<file path="src/rtl/sm3_pkg.sv">
// ---------------------------------------------------------------------------
// sm3_pkg
//   Shared SM3 (GB/T 32905) definitions used by the message expander and the
//   compression-round engine: word type, expansion sizes, the FSM state type
//   of the streaming expander and the rotate / permutation helpers.
//   No ports (package).
// ---------------------------------------------------------------------------
package sm3_pkg;

    localparam int unsigned WORD_W = 32;
    localparam int unsigned N_W    = 68;  // W[0..67]
    localparam int unsigned N_WP   = 64;  // W'[0..63]

    typedef logic [WORD_W-1:0] word_t;

    typedef enum logic [0:0] {
        StIdle,
        StRun
    } state_e;

    // Rotate left by a constant amount in 0..31.
    function automatic word_t rotl32(input word_t x, input int unsigned n);
        return (x << n) | (x >> (WORD_W - n));
    endfunction

    // Permutation used by the compression round.
    function automatic word_t sm3_p0(input word_t x);
        return x ^ rotl32(x, 9) ^ rotl32(x, 17);
    endfunction

    // Permutation used by the message expansion.
    function automatic word_t sm3_p1(input word_t x);
        return x ^ rotl32(x, 15) ^ rotl32(x, 23);
    endfunction

endpackage

</file>
<file path="src/rtl/sm3_w_gen.sv">
// ---------------------------------------------------------------------------
// sm3_w_gen
//   Combinational single-word SM3 message expansion step:
//     W[n] = P1(W[n-16] ^ W[n-9] ^ ROTL(W[n-3],15)) ^ ROTL(W[n-13],7) ^ W[n-6]
// Ports
//   w_m16, w_m13, w_m9, w_m6, w_m3  in   word W[n-16] .. W[n-3]
//   w_new                           out  word W[n]
// ---------------------------------------------------------------------------
module sm3_w_gen
    import sm3_pkg::*;
(
    input  word_t w_m16,
    input  word_t w_m13,
    input  word_t w_m9,
    input  word_t w_m6,
    input  word_t w_m3,
    output word_t w_new
);

    word_t mix;

    assign mix   = w_m16 ^ w_m9 ^ rotl32(w_m3, 15);
    assign w_new = sm3_p1(mix) ^ rotl32(w_m13, 7) ^ w_m6;

endmodule

</file>
<file path="src/rtl/sm3_msg_expand_stream.sv">
// ---------------------------------------------------------------------------
// sm3_msg_expand_stream
//   Sequential SM3 message expander. Takes one padded 512-bit block and
//   streams W[j] and W'[j] = W[j] ^ W[j+4] for j = 0..63, LANES words per
//   beat, using a 16-word sliding window instead of a flat expander.
// Parameters
//   LANES      words per beat, 1, 2 or 4 (64/LANES beats per block)
// Ports
//   clk        in   rising-edge clock
//   rst_n      in   synchronous reset, active low
//   blk_valid  in   blk_data holds a block
//   blk_ready  out  block accepted when blk_valid & blk_ready
//   blk_data   in   512-bit block, W[0] in bits [511:480]
//   w_valid    out  beat available
//   w_ready    in   beat taken when w_valid & w_ready
//   w_data     out  lane k = W[w_idx+k]
//   wp_data    out  lane k = W'[w_idx+k]
//   w_idx      out  j of lane 0
//   w_last     out  beat carries j = 63
// ---------------------------------------------------------------------------
module sm3_msg_expand_stream
    import sm3_pkg::*;
#(
    parameter int unsigned LANES = 1
) (
    input  logic                  clk,
    input  logic                  rst_n,
    input  logic                  blk_valid,
    output logic                  blk_ready,
    input  logic [511:0]          blk_data,
    output logic                  w_valid,
    input  logic                  w_ready,
    output logic [32*LANES-1:0]   w_data,
    output logic [32*LANES-1:0]   wp_data,
    output logic [5:0]            w_idx,
    output logic                  w_last
);

    localparam logic [5:0] J_STEP = 6'(LANES);
    localparam logic [5:0] J_LAST = 6'(64 - LANES);

    if (!(LANES == 1 || LANES == 2 || LANES == 4)) begin : g_lanes_check
        $error("sm3_msg_expand_stream: LANES must be 1, 2 or 4");
    end

    state_e     state_q, state_d;
    word_t      win_q [16];
    word_t      win_d [16];
    logic [5:0] j_q, j_d;

    word_t      new_w   [LANES];
    word_t      shift_w [16];
    word_t      load_w  [16];

    // Expansion generators. Lane k produces W[j+16+k]; its W[n-3] operand
    // lies in the window for k < 3 and is lane k-3's fresh word otherwise.
    for (genvar k = 0; k < LANES; k++) begin : g_gen
        word_t w_m3;
        word_t w_new;

        if (k < 3) begin : g_win
            assign w_m3 = win_q[k+13];
        end else begin : g_chain
            assign w_m3 = g_gen[k-3].w_new;
        end

        sm3_w_gen u_w_gen (
            .w_m16 (win_q[k]),
            .w_m13 (win_q[k+3]),
            .w_m9  (win_q[k+7]),
            .w_m6  (win_q[k+10]),
            .w_m3  (w_m3),
            .w_new (w_new)
        );

        assign new_w[k] = w_new;
    end

    // Window after one beat: drop LANES oldest words, append the new ones.
    for (genvar i = 0; i < 16; i++) begin : g_shift
        if (i + LANES < 16) begin : g_keep
            assign shift_w[i] = win_q[i+LANES];
        end else begin : g_new
            assign shift_w[i] = new_w[i+LANES-16];
        end
        assign load_w[i] = blk_data[32*(15-i) +: 32];
    end

    // Output lanes straight from the window.
    for (genvar k = 0; k < LANES; k++) begin : g_out
        assign w_data[32*k +: 32]  = win_q[k];
        assign wp_data[32*k +: 32] = win_q[k] ^ win_q[k+4];
    end

    assign w_idx  = j_q;
    assign w_last = (state_q == StRun) && (j_q == J_LAST);

    always_comb begin
        state_d   = state_q;
        j_d       = j_q;
        blk_ready = 1'b0;
        w_valid   = 1'b0;
        for (int i = 0; i < 16; i++) begin
            win_d[i] = win_q[i];
        end

        unique case (state_q)
            StIdle: begin
                blk_ready = 1'b1;
                if (blk_valid) begin
                    for (int i = 0; i < 16; i++) begin
                        win_d[i] = load_w[i];
                    end
                    j_d     = '0;
                    state_d = StRun;
                end
            end
            StRun: begin
                w_valid = 1'b1;
                if (w_ready) begin
                    // j wraps to 0 on the last beat, so IDLE shows w_idx = 0.
                    for (int i = 0; i < 16; i++) begin
                        win_d[i] = shift_w[i];
                    end
                    j_d = j_q + J_STEP;
                    if (w_last) begin
                        blk_ready = 1'b1;
                        if (blk_valid) begin
                            // Back-to-back block: no bubble beat.
                            for (int i = 0; i < 16; i++) begin
                                win_d[i] = load_w[i];
                            end
                            j_d = '0;
                        end else begin
                            state_d = StIdle;
                        end
                    end
                end
            end
            default: begin
                state_d = StIdle;
            end
        endcase
    end

    always_ff @(posedge clk) begin
        if (!rst_n) begin
            state_q <= StIdle;
            j_q     <= '0;
            for (int i = 0; i < 16; i++) begin
                win_q[i] <= '0;
            end
        end else begin
            state_q <= state_d;
            j_q     <= j_d;
            for (int i = 0; i < 16; i++) begin
                win_q[i] <= win_d[i];
            end
        end
    end

endmodule

</file>
<file path="config.mk">
export PLATFORM = sky130hd
export DESIGN_NAME = sm3_msg_expand_stream
export DESIGN_NICKNAME = d
export VERILOG_FILES = /design/src/rtl/sm3_pkg.sv /design/src/rtl/sm3_w_gen.sv /design/src/rtl/sm3_msg_expand_stream.sv
export SDC_FILE = /design/constraint.sdc
export NUM_CORES = 1
export LEC_CHECK = 0
export BUFFER_PORTS_ARGS = -buffer_cell sky130_fd_sc_hd__buf_2
export CORE_UTILIZATION = 45
export CTS_CLUSTER_SIZE = 40
export DETAILED_ROUTE_END_ITERATION = 8
export PLACE_DENSITY = 0.69
export SETUP_SLACK_MARGIN = 0.05
export SLEW_MARGIN = 20
export SYNTH_ARGS = -nofsm -noshare
export SYNTH_HDL_FRONTEND = slang
export SYNTH_SLANG_ARGS = --single-unit
</file>
<file path="constraint.sdc">
create_clock -name clk -period 2.8 [get_ports clk]
set_input_delay 0.56 -clock clk [delete_from_list [all_inputs] [get_ports clk]]
set_output_delay 0.56 -clock clk [all_outputs]
set_load 0.01 [all_outputs]
</file>
==> qor.txt <==
post-synthesis sequential area ratio: 0.439
sequential share of power: 0.429
first-pass GRT wire length: 148000 µm
fill count: 4990
Setup TNS Final: 0 ps
Detailed Route WL: 105000 µm
Final Slew Violations: 0
Seq. cell area: 0.0104 mm²
Post-Syn Instances: 3053
Placed Cells: 4093
Port Buffer Count: 588
crit start category: register
clock sink count: 519
post-CTS setup buffers: 0
share of layout cells above drive strength 1: 0.208
Post-Place Worst Slack: 585 ps
Crit path required time: 2240 ps
largest net degree at the start of global routing: 119
Placed Area: 0.0270 mm²
Clock Tree Root: clkbuf_16
Vias: 24900
CTS tree: done
kind of critical path: reg2out
Pleak: 12.5 nW
final worst slack: 286 ps
RSZ-0062 raised after global routing: no
core box area: 0.0516 mm²
worst slew pin tran: 680 ps
Worst Skew: 32.3 ps
total power: 21.0 mW
vias per inst: 5.91
die width: 231 µm
starting density of the core: 0.458
Comb pwr share: 0.232
Rel. slew slack: 0.546
min Tclk post-route: 2510 ps
Yosys reg bits: 519
commonest non-fill, non-tap cell in the layout: a21oi_1
worst-path cell chain: ha_1 > and3_1 > a41oi_1 > inv_1 > buf_2
CP max-delay cell: dfxtp_1
Clock transition at path regs: 60 ps
power density cells: 729 mW/mm²
switching part of the total power: 0.329
crit share post-route: 0.898
Initial DRC Count: 3042
slowest stage delay, CP: 350 ps
# rows: 83
crit end category: output pin
Synth Area per Inst: 7.74 µm²
CP max FO: 5
final instance area: 0.0288 mm²
Ys Warns: 0
critical path arrival: 1950 ps
GRT Overall Usage: 0.378
Residual DRC: 0
Synth cell types: 28
Post-DP HPWL: 77600 µm
initial antenna violation count: 31
Top Ports: 589
P_sw: 6.92 mW
Final setup viols: 0
MaxCap Viol Count: 0
hold crit path type: in2reg
Max Clock Freq: 398 MHz
length of the first detailed-routing pass in iterations: 5
most frequent cells in the layout: a21oi_1, buf_2, dfxtp_1
Cell Count, Final, Fillers Out: 4209
grt total ovfl: 0
post-CTS sizing: 0
Clock Latency Late Sink: 620 ps
multi-input logic area: 0.0120 mm²
Final Hold Slack: 178 ps
area delta synth->final: 21.8%
status: finished, final reports clean
Post-Syn Area: 0.0236 mm²
Detail Route Antenna Nets: 0
CTS buffer count: 54
GP Congestion: 0.967
number of global-route vias before repair: 22500
Final nets: 3986
peak supply drop: 0.456 mV
die area: 0.0535 mm²
clock buffer depth: 3
clock network power share: 0.339
H-tree level count: 2
Final Util: 0.558
routed len/inst: 25.0 µm
syn_nets: 3570
hold buffers post-CTS: 0
Die Ht: 231 µm
internal power: 14.1 mW
final hold violation count: 0
[synthesized netlist by cell type (all sizes together)]
cell type | instances | area, µm²
a21oi | 971 | 4870
a21o | 1 | 7.51
a21boi | 1 | 7.51
xor2 | 35 | 307
a211oi | 29 | 218
nand3 | 3 | 15.0
nor2 | 6 | 22.5
and3 | 3 | 18.8
nor3 | 29 | 145
o31ai | 3 | 22.5
inv | 4 | 15.0
nand2 | 483 | 1810
dfxtp | 519 | 10400
o21a | 4 | 30.0
ha | 1 | 12.5
mux2i | 2 | 32.5
o21ai | 511 | 2560
clkbuf | 167 | 627
xnor3 | 32 | 721
xnor2 | 129 | 1130
buf | 116 | 643
a41oi | 1 | 8.76
and2 | 1 | 6.26
mux2 | 1 | 15.0
nand4 | 1 | 6.26
[path summary, 6_finish.rpt]
path                 start            end  slack (ps)  cells past startpoint
max               w_idx[0]      blk_ready         290                      5
min          blk_data[413]  win_q[0][125]         180                      3
max reg2reg       w_idx[0]  win_q[0][226]         660                      6
min reg2reg       w_idx[1]       w_idx[1]         510                      2
[kinds of logic after synthesis]
logic type               synth area share
multiplexers                      0.00201
XOR/XNOR                           0.0912
flip-flops                          0.439
buffers and inverters              0.0544
adder cells (fa/ha/maj)          0.000529
AO/OA/AOI/OAI                       0.327
AND/OR/NAND/NOR                    0.0857
[registers in the layout, summed over array words and instances (netlist names)]
name     flops
win_q      512
state_q      1
w_idx        6
[layout make-up]
class	count	area share
Clock buffer	78	0.0549
Timing Repair Buffer	643	0.132
Clock inverter	16	0.00439
Inverter	4	0.000521
Multi-Input combinational cell	2247	0.416
Sequential cell	519	0.361
Antenna cell	22	0.00191
Tap cell	680	0.0295
[critical path: cells and delay by family (launching register included)]
| kind | cells | cell delay, ps |
|---|---|---|
| flip-flops | 1 | 350 |
| AO/OA/AOI/OAI | 1 | 320 |
| AND/OR/NAND/NOR | 1 | 270 |
| adder cells (fa/ha/maj) | 1 | 220 |
| buffers and inverters | 2 | 210 |
[power groups by stage]
| stage | logic (mW) | registers [mW] | clock network (mW) |
|---|---|---|---|
| global placement | 4.74 | 9.11 | 0 |
| finish | 4.87 | 9.01 | 7.11 |
| floorplan | 3.07 | 8.64 | 0 |
| CTS | 4.80 | 8.95 | 7.13 |
| detailed placement | 4.78 | 9.10 | 0 |
| global route | 5.22 | 9.03 | 7.45 |
[routing by layer]
metal,global-route usage,share of wire,up-vias
met4,0.227,0.062,20
met2,0.581,0.45,1464
met3,0.0662,0.091,278
met1,0.494,0.40,11700
met5,0,0.0012,-
li1,-,-,11500
No activity file was read; power rests on OpenSTA's default activity.
